--- config.mk ---
export PLATFORM = sky130hd
export DESIGN_NAME = pl_sysref_sync
export DESIGN_NICKNAME = d
export VERILOG_FILES = /design/src/rtl/pl_sysref_pkg.sv /design/src/rtl/pl_sync_bit.sv /design/src/rtl/pl_sysref_sync.sv
export SDC_FILE = /design/constraint.sdc
export NUM_CORES = 1
export LEC_CHECK = 0
export CELL_PAD_IN_SITES_DETAIL_PLACEMENT = 0
export CELL_PAD_IN_SITES_GLOBAL_PLACEMENT = 1
export CORE_MARGIN = 2
export CORE_UTILIZATION = 35
export CTS_BUF_LIST = sky130_fd_sc_hd__clkbuf_8 sky130_fd_sc_hd__clkbuf_16
export CTS_CLUSTER_DIAMETER = 200
export DETAILED_ROUTE_END_ITERATION = 16
export DONT_BUFFER_PORTS = 1
export PLACE_DENSITY = 0.64
export SLEW_MARGIN = 0
export SYNTH_ARGS = -nofsm -noshare
export SYNTH_HDL_FRONTEND = slang
export SYNTH_SLANG_ARGS = --single-unit
--- constraint.sdc ---
create_clock -name pl_clk -period 5.3 [get_ports pl_clk]
set_clock_uncertainty 0.1 [all_clocks]
set_input_delay 1.06 -clock pl_clk [delete_from_list [all_inputs] [get_ports pl_clk]]
set_output_delay 1.06 -clock pl_clk [all_outputs]
set_load 0.05 [all_outputs]
--- src/rtl/pl_sysref_pkg.sv ---
// Shared types and default constants for the PL SYSREF synchroniser/gater.
// Holds the lock-tracking state enum and the period tolerance helper.
package pl_sysref_pkg;

    typedef enum logic [1:0] {
        ST_IDLE    = 2'd0,
        ST_MEASURE = 2'd1,
        ST_TRACK   = 2'd2,
        ST_LOCKED  = 2'd3
    } state_t;

    localparam int DEF_NUM_CH      = 2;
    localparam int DEF_SYNC_STAGES = 2;
    localparam int DEF_CNT_W       = 16;
    localparam int DEF_LOCK_COUNT  = 4;
    localparam int DEF_TOL         = 1;
    localparam int ERR_W           = 8;

    // Absolute difference without wrap: subtract the smaller from the larger.
    function automatic logic period_match(input logic [31:0] a,
                                          input logic [31:0] b,
                                          input logic [31:0] tol);
        return (a >= b) ? ((a - b) <= tol) : ((b - a) <= tol);
    endfunction

endpackage

--- src/rtl/pl_sync_bit.sv ---
// Multi-flop bit synchroniser for an asynchronous single-bit input.
// The flops are tagged ASYNC_REG so placement keeps them adjacent.
module pl_sync_bit #(
    parameter int STAGES = 2
) (
    input  logic i_clk,
    input  logic i_rst,
    input  logic i_d,
    output logic o_q
);

    (* ASYNC_REG = "TRUE" *) logic [STAGES-1:0] r_sync;

    // NOTE: sequential state uses non-blocking (<=) so every flop samples pre-edge values.
    always_ff @(posedge i_clk or posedge i_rst) begin
        if (i_rst) begin
            r_sync <= '0;
        end else begin
            r_sync <= {r_sync[STAGES-2:0], i_d};
        end
    end

    assign o_q = r_sync[STAGES-1];

endmodule

--- src/rtl/pl_sysref_sync.sv ---
// Synchronises pl_sysref, measures its period, locks onto a stable period and
// forwards whole SYSREF pulses to the enabled channels only while locked.
module pl_sysref_sync
    import pl_sysref_pkg::*;
#(
    parameter int NUM_CH      = DEF_NUM_CH,
    parameter int SYNC_STAGES = DEF_SYNC_STAGES,
    parameter int CNT_W       = DEF_CNT_W,
    parameter int LOCK_COUNT  = DEF_LOCK_COUNT,
    parameter int TOL         = DEF_TOL
) (
    input  logic              pl_clk,
    input  logic              pl_rst,
    input  logic              pl_sysref,
    input  logic [NUM_CH-1:0] ch_en,
    output logic [NUM_CH-1:0] sysref_out,
    output logic              sysref_rise,
    output logic              locked,
    output logic [CNT_W-1:0]  period_out,
    output logic [ERR_W-1:0]  err_cnt
);

    localparam logic [CNT_W-1:0] CNT_MAX = '1;
    localparam int               MC_W    = $clog2(LOCK_COUNT + 1);
    localparam logic [MC_W-1:0]  MC_LOCK = MC_W'(LOCK_COUNT);

    logic              w_sync;
    logic              r_sync_d;
    logic              w_rise;
    logic              r_rise_q;
    logic [CNT_W-1:0]  r_cnt;
    logic [CNT_W-1:0]  w_measured;
    logic              w_match;
    logic              w_timeout;
    state_t            r_state;
    state_t            w_state_nxt;
    logic [CNT_W-1:0]  r_period;
    logic [CNT_W-1:0]  w_period_nxt;
    logic [MC_W-1:0]   r_match_cnt;
    logic [MC_W-1:0]   w_match_cnt_nxt;
    logic [MC_W-1:0]   w_match_inc;
    logic [ERR_W-1:0]  r_err;
    logic [ERR_W-1:0]  w_err_nxt;
    logic [NUM_CH-1:0] w_gate_ld;
    logic [NUM_CH-1:0] r_gate;
    logic [NUM_CH-1:0] r_out;

    pl_sync_bit #(
        .STAGES (SYNC_STAGES)
    ) u_sync (
        .i_clk (pl_clk),
        .i_rst (pl_rst),
        .i_d   (pl_sysref),
        .o_q   (w_sync)
    );

    assign w_rise      = w_sync & ~r_sync_d;
    assign w_measured  = r_cnt + CNT_W'(1);
    assign w_match     = period_match(32'(w_measured), 32'(r_period), 32'(TOL));
    assign w_timeout   = (r_state != ST_IDLE) && (r_cnt == CNT_MAX);
    assign w_match_inc = r_match_cnt + MC_W'(1);

    always_ff @(posedge pl_clk or posedge pl_rst) begin
        if (pl_rst) begin
            r_sync_d <= 1'b0;
            r_rise_q <= 1'b0;
            r_cnt    <= '0;
        end else begin
            r_sync_d <= w_sync;
            r_rise_q <= w_rise;
            if (w_rise) begin
                r_cnt <= '0;
            end else if (r_cnt != CNT_MAX) begin
                r_cnt <= r_cnt + CNT_W'(1);
            end
        end
    end

    always_ff @(posedge pl_clk or posedge pl_rst) begin
        if (pl_rst) begin
            r_state     <= ST_IDLE;
            r_period    <= '0;
            r_match_cnt <= '0;
            r_err       <= '0;
        end else begin
            r_state     <= w_state_nxt;
            r_period    <= w_period_nxt;
            r_match_cnt <= w_match_cnt_nxt;
            r_err       <= w_err_nxt;
        end
    end

    // NOTE: every always_comb output gets a default first so no path can infer a latch.
    always_comb begin
        w_state_nxt     = r_state;
        w_period_nxt    = r_period;
        w_match_cnt_nxt = r_match_cnt;
        w_err_nxt       = r_err;

        if (w_timeout) begin
            w_state_nxt = ST_IDLE;
        end else if (w_rise) begin
            case (r_state)
                ST_MEASURE: begin
                    w_period_nxt    = w_measured;
                    w_match_cnt_nxt = '0;
                    w_state_nxt     = ST_TRACK;
                end
                ST_TRACK: begin
                    if (w_match) begin
                        w_match_cnt_nxt = w_match_inc;
                        if (w_match_inc == MC_LOCK) begin
                            w_state_nxt = ST_LOCKED;
                        end
                    end else begin
                        w_period_nxt    = w_measured;
                        w_match_cnt_nxt = '0;
                    end
                end
                ST_LOCKED: begin
                    if (!w_match) begin
                        if (r_err != '1) begin
                            w_err_nxt = r_err + ERR_W'(1);
                        end
                        w_period_nxt    = w_measured;
                        w_match_cnt_nxt = '0;
                        w_state_nxt     = ST_TRACK;
                    end
                end
                default: begin
                    w_state_nxt = ST_MEASURE;
                end
            endcase
        end
    end

    // Gate decision uses the pre-transition lock state, so the locking pulse is not forwarded.
    assign w_gate_ld = {NUM_CH{locked}} & ch_en;

    always_ff @(posedge pl_clk or posedge pl_rst) begin
        if (pl_rst) begin
            r_gate <= '0;
            r_out  <= '0;
        end else begin
            if (w_rise) begin
                r_gate <= w_gate_ld;
            end
            r_out <= {NUM_CH{w_sync}} & (w_rise ? w_gate_ld : r_gate);
        end
    end

    assign locked      = (r_state == ST_LOCKED);
    assign sysref_out  = r_out;
    assign sysref_rise = r_rise_q;
    assign period_out  = r_period;
    assign err_cnt     = r_err;

endmodule

---- Word-level counts from Yosys, hierarchy flattened ----
Index checks and enable logic that the tools add are counted.
storage, ports and cells
  register bits ........................... 53
  input port bits ......................... 5
  output and inout port bits .............. 28
  logic and storage cells ................. 62
operators by class
  add/sub/neg operators ................... 5
  order comparisons ....................... 3
  equal/unequal tests ..................... 12
  mux-type cells .......................... 15
  bitwise operators ....................... 6
  reduce and logical (&&, ||, !) cells .... 11
operators with widths
  operator                                              number
  <= comparator 32 x 1 -> 1 bit, second input constant  2
  two-way mux 16 bit                                    3
  subtractor 16 x 16 -> 17 bit                          2
  one-hot mux 16 bit (2 select lines)                   1
  adder 16 x 1 -> 16 bit, second input constant         1
  equality test 16 bit, second input constant           1
  >= comparator 16 bit                                  1
  != test 16 bit, second input constant                 1
  two-way mux 2 bit                                     6
  AND reduction 4 bit                                   3
  one-hot mux 3 bit (3 select lines)                    1
  adder 8 x 1 -> 8 bit, second input constant           1
  != test 8 bit, second input constant                  1
  nonzero test 2 bit                                    4
  two-way mux 3 bit                                     2
  != test 3 bit, second input constant                  2
  one-hot mux 2 bit (3 select lines)                    1
  AND reduction 5 bit                                   1
  AND 2 bit                                             2
  equality test 2 bit, second input constant            2
  != test 2 bit, second input constant                  2
  adder 3 x 1 -> 3 bit, second input constant           1
  equality test 3 bit, second input constant            1
  != test 3 x 2 -> 1 bit, second input constant         1
  other kinds (7)                                       9

---- Logic depth before layout (Yosys ltp) ----
Gate-level depths: netlist of run 1.
  depth in word-level cells ............... 8
  depth in mapped cells ................... 19
  gate-level depth less buffers ........... 17

---- Modules after synthesis ----
From an unflattened synthesis of run 1, not the netlist that was laid out.
unflattened totals
  cells, all modules ...................... 471
  area, all modules ....................... 4144.0 µm²
modules (own cells, without submodules)
  module          instances  cells each  area an instance (µm²)  sequential area each (µm²)
  pl_sysref_sync  1          468         4090.2                  1276.2
  pl_sync_bit     1          3           53.8                    50.0

---- Worst setup path after synthesis of run 1 ----
OpenSTA, ideal clock, no wires.
  kind .................................... reg-to-reg
  from .................................... register r_cnt[0]
  to ...................................... register r_period[4] (netlist: period_out[4])
  library setup time ...................... 128 ps
  data arrival time ....................... 4535 ps
  data required time ...................... 5072 ps
  slack ................................... 537 ps
  cell stages (with the launch flop) ...... 16
  buffers on the path ..................... 1
  clock period less this slack ............ 4763 ps
  cells stage by stage .................... dfrtp_1 -> ha_1 -> nand3_1 -> or3_1 -> xor2_1 -> inv_1 -> ha_1 -> clkbuf_1 -> a32o_1 -> a222oi_1 -> a31oi_1 -> mux2i_1 -> or4b_1 -> or4_4 -> a21oi_4 -> mux2_1
on the way
  cells in the longest elaborated chain, start to end .. 6
  elaborated cells between the ends (all ways) .. 14
  classes of those cells .................. add/sub (3); order compare (3); eq/ne (2); mux (3); bitwise (1); reduce/logical (2)
RTL lines
  what                                  line                  RTL
  start: declaration                    pl_sysref_sync.sv:31  logic [CNT_W-1:0] r_cnt;
  start signal: assignment              pl_sysref_sync.sv:74  r_cnt <= r_cnt + CNT_W'(1);
  adder 16 x 1 -> 16 bit                pl_sysref_sync.sv:58  assign w_measured = r_cnt + CNT_W'(1);
  subtractor 16 x 16 -> 17 bit          pl_sysref_pkg.sv:23   return (a >= b) ? ((a - b) <= tol) : ((b - a) <= tol);
  <= comparator 32 x 1 -> 1 bit         pl_sysref_pkg.sv:23
  two-way mux 1 bit                     pl_sysref_pkg.sv:23
  != test 2 bit (no source line)        n/a
  AND reduction 4 bit (no source line)  n/a
  end signal: assignment                pl_sysref_sync.sv:87  r_period <= w_period_nxt;
  end: declaration                      pl_sysref_sync.sv:37  logic [CNT_W-1:0] r_period;
Parallel ways exist; a longest one is shown, timed or not. The select of a mux whose other input is x is not followed.
A chain may end at the register's enable or synchronous reset.

---- Final worst setup path of run 1 ----
  from .................................... register r_cnt[0]
  to ...................................... register r_period[11] (netlist: period_out[11])
The elaborated chain is that of the path after synthesis.

==> results of run 1 <==
-- per-layer routing --
layer,vias to the layer above,global-route usage,wire length (um)
li1,1590,-,-
met1,1586,0.234,4680
met2,52,0.291,4710
met3,20,0.0388,367
met4,0,0.0705,254
met5,-,0,0
-- power by group --
part / switching [mW] / internal (mW) / total (mW) / leakage [nW]
clock network: 0.162 / 0.181 / 0.344 / 0.0763
registers: 0.125 / 0.447 / 0.573 / 0.711
logic: 0.659 / 0.543 / 1.20 / 1.34
-- cell usage after synthesis, types with 4 or more instances --
master	number
sky130_fd_sc_hd__or3_1	5
sky130_fd_sc_hd__nor3b_1	4
sky130_fd_sc_hd__nor3_1	12
sky130_fd_sc_hd__a32o_1	5
sky130_fd_sc_hd__xor2_1	10
sky130_fd_sc_hd__inv_1	43
sky130_fd_sc_hd__nand4_1	5
sky130_fd_sc_hd__ha_1	24
sky130_fd_sc_hd__dfrtp_1	53
sky130_fd_sc_hd__nand3_1	23
sky130_fd_sc_hd__nand2b_1	9
sky130_fd_sc_hd__and3_1	13
sky130_fd_sc_hd__clkbuf_1	18
sky130_fd_sc_hd__xnor2_1	28
sky130_fd_sc_hd__mux2i_1	19
sky130_fd_sc_hd__nor2b_1	6
sky130_fd_sc_hd__nand2_1	28
sky130_fd_sc_hd__o21ai_0	17
sky130_fd_sc_hd__nor2_1	19
sky130_fd_sc_hd__a21oi_1	34
sky130_fd_sc_hd__and2_1	6
-- per-stage QoR --
stage	std cells	total power [mW]	cell area, um^2
2_1_floorplan	450	1.50	3950
3_3_place_gp	587	1.79	4170
4_1_cts	595	2.12	4320
3_5_place_dp	587	1.77	4170
6_report	595	2.12	4340
5_1_grt	595	2.30	4340
-- state kept, by name, indices dropped and copies added (netlist names) --
register       flops
period_out        16
r_cnt             16
err_cnt            8
r_match_cnt        3
r_gate             2
r_state            2
sysref_out         2
u_sync.r_sync      2
r_sync_d           1
sysref_rise        1
-- worst register-to-register path, delay by kind of cell (launching register included) --
kind / cells / cell delay (ns)
DFF: 1 / 0.47
AOI/OAI and AO/OA: 4 / 1.19
and+or+nand+nor: 4 / 1.49
buffers and inverters: 2 / 0.29
adders and majority gates: 2 / 0.68
xor gates and xnor gates: 1 / 0.28
muxes: 2 / 0.34
-- logic make-up (layout without fill, tap and decap cells) --
family / after synthesis / count (layout)
compound gates: 101 / 101
xor+xnor: 38 / 38
fa+ha+maj: 26 / 26
buf+inv: 67 / 72
flops: 53 / 53
mux: 21 / 21
simple gates: 144 / 144
-- worst paths after layout --
kind,slack (ns),to,start,cells past startpoint
min,0.26,u_sync.r_sync[1],u_sync.r_sync[0],0
max reg2reg,0.37,period_out[11],r_cnt[0],15
min in group asynchronous,0.50,sysref_rise,pl_rst,1
min reg2reg,0.26,u_sync.r_sync[1],u_sync.r_sync[0],0
max,0.37,period_out[11],r_cnt[0],15
max in group asynchronous,3.79,r_cnt[0],pl_rst,2
-- area by class of cell --
| cell class | instances | share of cell area |
|---|---|---|
| Multi-Input combinational cell | 330 | 0.546 |
| Sequential cell | 53 | 0.306 |
| Tap cell | 140 | 0.0404 |
| Inverter | 45 | 0.0389 |
| Timing Repair Buffer | 19 | 0.0329 |
| Clock buffer | 5 | 0.0288 |
| Clock inverter | 3 | 0.00663 |
-- repair_timing --
action,4_1_cts,5_1_grt
resized for setup,0,3
hold buffers,0,0
endpoints found under the setup margin,0,16
==> results list, run 1 <==
- Cell count after synthesis: 450
- Of the total synthesized cell area, the portion taken by XOR and XNOR cells is 0.0843.
- Across the run, the number of max-cap violations was 0.
- Post-synthesis simple-gate area fraction: 0.199
- Final weighted congestion in routability-driven placement: approximately 0.86
* Detail Placement HPWL: between 7000 and 8000 um
- Number of global-route vias before repair: 3,294
- Synthesized-area fraction occupied by adder cells: 0.0862
* Portion of netlist area occupied by mux cells: 0.0539
- Vias per cell: 5.46
- The number of failing hold endpoints at the final stage was 0.
- Standby leakage power: approximately 2.1 nW
- Post-Syn Area: 0.00395 mm^2
* Final hold slack: around 0.26 ns
- 1st-pass router iterations: 4
- The library cell used most frequently in the layout, excluding fill and tap cells, is sky130_fd_sc_hd__dfrtp_1.
- The worst setup path is captured at a flop.
- Effective utilization at floorplan: 0.361
- Once detail routing completed, the nets flagged for antenna violations numbered 0.
* Synthesis-to-finish area growth: 9.89%
- In this run the worst path has a maximum fanout of 11.
* Overall global routing resource usage: 0.180
* Sequential cell area in the final layout: about 0.0013 mm^2
* Worst Path Required: 5.42 ns
- CTS built an H-tree with a depth of 2.
* Buffers from clock root to sink, at most: 2
- For this run, the top clock speed supported by timing is 203 MHz.
- Arrival time worst endpoint: just over 5 ns
* Post-synthesis cell type count: between 60 and 70
- Die area: around 0.012 mm^2
- DIE WIDTH: around 110 um
* Worst-Margin Slew: approximately 0.6 ns
- In the final layout, the share of cells above drive strength 1 is 0.101.
* Post-synthesis sequential area ratio: 0.336
- CTS sink cnt: 53
- Setup crit start kind: flop
* Ys async rst share: 1.00
- In this design, the stage delay of the slowest critical-path cell is around 0.64 ns.
- Across the VDD grid, the largest voltage drop is approximately 180 uV.
- The core region is between 0.01 and 0.015 mm^2.
* Row Count: 38
- Of the post-synthesis cell area, the dominant cell type holds 0.336.
* Total of buffers placed on input and output ports: 0
- Final critical path time including I/O delays and setup: approximately 5 ns
- The root buffer cell chosen for the clock tree is sky130_fd_sc_hd__clkbuf_16.
- Final routed wirelength across all metal layers: approximately 10,000 um
- Number of filler cells placed in the layout: roughly 1,100
- During I/O placement, the number of pins put on the boundary was 33.
* Synth Area in Compound Gates: 0.174
- DRC violation count after routing: 0
* Kind of critical path: reg2reg
- Combinational family with the most area after synthesis: simple AND/OR/NAND/NOR gates
- Antenna diode count: 0
* Aggregate global routing overflow: 0
- Die Y-Extent: approximately 110 um
- The number of setup buffers added after CTS is 0.
* Post-synthesis net count: about 480
- Setup violations remaining at the end of the flow were counted as 0.
* TritonCTS clock tree: yes
- For this run, the leading register cell type out of synthesis is sky130_fd_sc_hd__dfrtp_1.
- Buffers inserted during clock tree synthesis total 5.
- Via count: 3,248
* Sequence of cells on the critical path: ha_1 -> and3_1 -> nand3_1 -> xor2_2 -> inv_1 -> ha_1 -> a32o_1 -> a222oi_1 -> a31oi_1 -> mux2i_1 -> or4b_1 -> or4_4 -> a21oi_4 -> buf_4 -> mux2i_1
- Family of cells with the greatest summed delay on the critical path: simple AND/OR/NAND/NOR gates
* Clock insertion delay at the later pin of the skew report: 0.30 ns
- Biggest area contributors in the synthesized netlist: sky130_fd_sc_hd__dfrtp_1 (34%), sky130_fd_sc_hd__ha_1 (7.6%), sky130_fd_sc_hd__xnor2_1 (6.2%), sky130_fd_sc_hd__mux2i_1 (4.8%), sky130_fd_sc_hd__a21oi_1 (4.3%)
- Worst slew margin: 0.591
* Type of the worst min-delay path: reg2reg
- Final-stage net count: 485
- After detailed routing, the average wire length per cell comes to 16.8 um.
- Antenna violations before repair: 0
- The library cells used most frequently in the layout, excluding fill and tap cells, are sky130_fd_sc_hd__dfrtp_1 (52), sky130_fd_sc_hd__inv_1 (42), sky130_fd_sc_hd__a21oi_1 (34), sky130_fd_sc_hd__nand2_1 (28), sky130_fd_sc_hd__xnor2_1 (27).
* Outcome: finished, final reports clean
* Placement-stage worst setup slack: 0.263 ns
* Clk pin slew, worst setup/hold paths: 0.08 ns
- Counting flops with a built-in enable in the synthesized netlist gives 0.
* Setup total negative slack: 0 ns
* Wire length of the first global-routing pass: between 15,000 and 20,000 um
- CP Buf/Inv Count: 2
* Part of the cycle the worst path needs: 0.929
* Max stage delay cell, worst path: sky130_fd_sc_hd__or4_4
* Multi-input gate area in the final layout: 0.00237 mm^2
- Yosys top cell by area: sky130_fd_sc_hd__dfrtp_1
* Post-synthesis register bit count: between 50 and 60
* Total power density per cell area: 488 mW/mm^2
- Final worst slack: ~0.37 ns
- Entering global routing, the biggest net connects 38 pins.
- Core occupancy in the finished layout: 0.397
- Mean cell area of the mapped netlist: a little under 9 um^2
- Setup repair after global routing left no endpoint under its margin.
- Initial DRC Count: ~140
* Number of max-slew violations in the final report: 0
- Number of warnings printed during yosys synthesis: 0
(Power assumes the default switching activity.)
==> run 2: changes to the inputs <==
- PLACE_DENSITY: 0.64 -> not set
- PLACE_DENSITY_LB_ADDON: not set -> 0.1
- clock period: 5.3 -> 5.2 ns (I/O delays scaled with it)
==> run 2 against run 1 <==
  * Via count grew 0.86%
  * Worst hold slack gained 0.0012 ns
  * Core utilization grew 1.1 points
  * Wire length grew 3.8%
  * Final area grew 2.9%
  * Flip-flop and latch count is the same
  * Power grew 6.4%
  * Clock power grew 24%
  * Die area is the same
  * Clock-buffer cell count is the same
  * Global-route usage grew 0.16 points
  * Largest cell class unchanged
  * Largest power group unchanged
==> results list, run 2 (synthesis results as in run 1) <==
- The HPWL after detailed placement came to 8270 um (+5.0%).
* Share of total power in sequential cells: 0.251 (-0.019)
- Largest stage delay, worst path: 0.56 ns (-0.08 ns)
- The height of the chip was 110 um (unchanged).
- Setup repair after global routing left no endpoint under its margin.
- The clock network fraction of total power was 0.189 (+0.027).
- Number of max-slew violations in the final report: 0 (unchanged)
- The clock slew seen by the registers of the worst setup and hold paths was 0.07 ns (about the same).
* Number of cells in the design after placement: 599 (+2.0%)
- CTS H-tree lvls: 2 (unchanged)
* Via count: 3,276 (+0.86%)
- Final worst slack: 0.254 ns (-0.121 ns)
- The clock latency of the later-clocked register in the worst-skew pair is 0.29 ns (about the same).
* Sequential cell area in the final layout: 0.00133 mm^2 (unchanged)
* Psw: 0.940 mW (-0.68%)
- The initial antenna violation count is 0 (unchanged).
- Worst-Margin Slew: 0.674 ns (+0.0595 ns)
* Final routed wirelength across all metal layers: 10,400 um (+3.8%)
- Maximum capacitance violations: 0 (unchanged)
- Leaving out fill and tap cells, the most frequent cells in the layout are sky130_fd_sc_hd__dfrtp_1 (52), sky130_fd_sc_hd__inv_1 (42), sky130_fd_sc_hd__a21oi_1 (34), sky130_fd_sc_hd__buf_4 (32).
- The overall global routing resource usage came to 0.181 (+0.00161).
* Setup crit start kind: flop
* 1st-pass router iterations: 4 (unchanged)
- Die area: 0.0121 mm^2 (unchanged)
- Routed wire length per instance: 17.1 um (+1.5%)
- TritonCTS built the clock tree.
- The number of remaining DRC errors came to 0 (unchanged).
* Buffers from clock root to sink, at most: 2 (unchanged)
- The number of sinks handled by clock tree synthesis came to 53 (unchanged).
- CP Max Fanout: 7 (-4)
* Total of buffers placed on input and output ports: 0 (unchanged)
- The leakage component of the power was 2.19 nW (+3.1%).
- Achievable Freq: 202 MHz (-0.42%)
- Vias per cell: 5.39 (-1.3%)
- Effective utilization at floorplan: 0.361 (unchanged)
- The share of total power in combinational logic was 0.559 (-0.008).
- DIE WIDTH: 110 um (unchanged)
* Final critical path time including I/O delays and setup: 4.95 ns (+0.0208 ns)
- The area of the core is 0.0109 mm^2 (unchanged).
* Most common cell after layout, fill and taps aside: sky130_fd_sc_hd__dfrtp_1
- The fill cell total of the finished layout came to 1,150 (+2.5%).
- The number of failing hold endpoints at the final stage is 0 (unchanged).
- The number of antenna diodes was 0 (unchanged).
- Part of the cycle the worst path needs: 0.951 (+0.0219)
- The share of layout cells above drive strength 1 is 0.124 (+0.0228).
- The net switching fraction of the power was 0.417 (-0.0297).
- Row Count: 38 (unchanged)
* Worst Path Required: 5.31 ns (-0.11 ns)
* Aggregate global routing overflow: 0 (unchanged)
- The relative max-transition margin was 0.551 (-0.0397).
* Multi-input gate area in the final layout: 0.00236 mm^2 (-0.53%)
- The critical path is of the reg2reg type.
- The worst vdd rail ir drop was 278 uV (+58%).
- Outcome: finished, final reports clean
- The final sum of negative setup slack was 0 ns (unchanged).
- The path class of the tightest hold or removal check is reg2reg.
* Arrival time worst endpoint: 5.05 ns (about the same)
* Clock root buffer: sky130_fd_sc_hd__clkbuf_16
- The number of DRC markers after the initial detailed-route iteration came to 172 (+25%).
- The hold buffer count at cts is 0 (unchanged).
- Sequence of cells on the critical path: ha_1 -> nand3_1 -> or3_1 -> xor2_1 -> inv_1 -> ha_1 -> a32o_1 -> a222oi_1 -> a31oi_1 -> mux2i_1 -> or4b_1 -> or4_4 -> a21oi_4 -> buf_4 -> mux2i_1
* Synthesis-to-finish area growth: 13.1%
- The post-layout instance count excluding filler cells came to 608 (+2.2%).
- The post-route core utilization came to 0.408 (+0.0114).
* Number of failing setup endpoints in the final timing report: 0 (unchanged)
- STA classifies the critical path endpoint as a flop.
* Number of antenna-violating nets in the routed design: 0 (unchanged)
* Total power density per cell area: 505 mW/mm^2 (+3.4%)
- The net total in the final layout is 498 (+2.7%).
- The via count of the first global-routing pass is 3,299 (+0.15%).
- The number of buffers created by CTS came to 5 (unchanged).
- Placement-stage worst setup slack: 0.229 ns (-0.0333 ns)
- Max stage delay cell, worst path: sky130_fd_sc_hd__or4_4
- Pin count of the biggest net entering global routing: 54 (+42%)
* I/O pin count: 33 (unchanged)
* Final weighted congestion in routability-driven placement: 0.843 (-1.5%)
- The first-pass GRT wire length is 17,000 um (+1.6%).
* Cell-internal power: 1.31 mW (+12%)
[run 2: cell count changes in the layout (fill, tap and decap cells not counted)]
cell | before | now
sky130_fd_sc_hd__buf_4 | 19 | 32
sky130_fd_sc_hd__xnor2_1 | 27 | 28
sky130_fd_sc_hd__bufinv_16 | 0 | 2
sky130_fd_sc_hd__ha_1 | 24 | 23
sky130_fd_sc_hd__clkinv_4 | 1 | 0
sky130_fd_sc_hd__ha_2 | 0 | 1
sky130_fd_sc_hd__inv_8 | 1 | 0
sky130_fd_sc_hd__xor2_2 | 1 | 0
sky130_fd_sc_hd__xnor2_2 | 1 | 0
sky130_fd_sc_hd__xor2_1 | 9 | 10
[run 2: path summary, 6_finish.rpt]
| path | start | endpoint | slack (ns) | depth (start not counted) |
|---|---|---|---|---|
| max | r_cnt[0] | period_out[8] | 0.25 | 15 |
| min | u_sync.r_sync[0] | u_sync.r_sync[1] | 0.26 | 0 |
| max reg2reg | r_cnt[0] | period_out[8] | 0.25 | 15 |
| min reg2reg | u_sync.r_sync[0] | u_sync.r_sync[1] | 0.26 | 0 |
| max in group asynchronous | pl_rst | r_cnt[0] | 3.83 | 2 |
| min in group asynchronous | pl_rst | period_out[0] | 0.71 | 2 |
[run 2: critical path: cells and delay by family (launching register included)]
kind | cells | cell delay (ns)
buffers and inverters | 2 | 0.32
adders and majority gates | 2 | 0.56
muxes | 2 | 0.36
DFF | 1 | 0.44
and+or+nand+nor | 4 | 1.70
xor gates and xnor gates | 1 | 0.17
AOI/OAI and AO/OA | 4 | 1.21
[run 2: stage by stage]
step | area (um^2) | hold slack [ns] | power, mW
after global placement | 4260 | 0.240 | 1.84
final | 4460 | 0.257 | 2.25
after global routing | 4460 | 0.261 | 2.43
after detailed placement | 4260 | 0.243 | 1.84
after floorplan | 3950 | 0.231 | 1.53
after CTS | 4450 | 0.260 | 2.28
[run 2: final cells by class]
type                       count  area share
timing repair buffer          32      0.0538
sequential                    53       0.297
clock inverter                 3      0.0154
clock buffer                   5      0.0280
inverter                      45      0.0378
tap                          140      0.0392
multi-input combinational    330       0.528
[run 2: power groups by stage]
stage	logic, mW	registers [mW]	clock network, mW
after floorplan	0.932	0.597	0
after global placement	1.27	0.575	0
after detailed placement	1.26	0.576	0
after CTS	1.27	0.567	0.443
after global routing	1.40	0.577	0.458
final	1.26	0.567	0.427
[run 2: routing by layer]
metal	vias to the layer above	routed length, um	track usage
met5	-	0	0
met4	0	86	0.0411
met3	8	441	0.0276
met2	51	5150	0.312
met1	1596	4710	0.241
li1	1621	-	-
[run 2: what timing repair did]
item | 4_1_cts | 5_1_grt
endpoints found under the setup margin | 0 | 13
resized for setup | 0 | 2
buffers inserted | 0 | 1
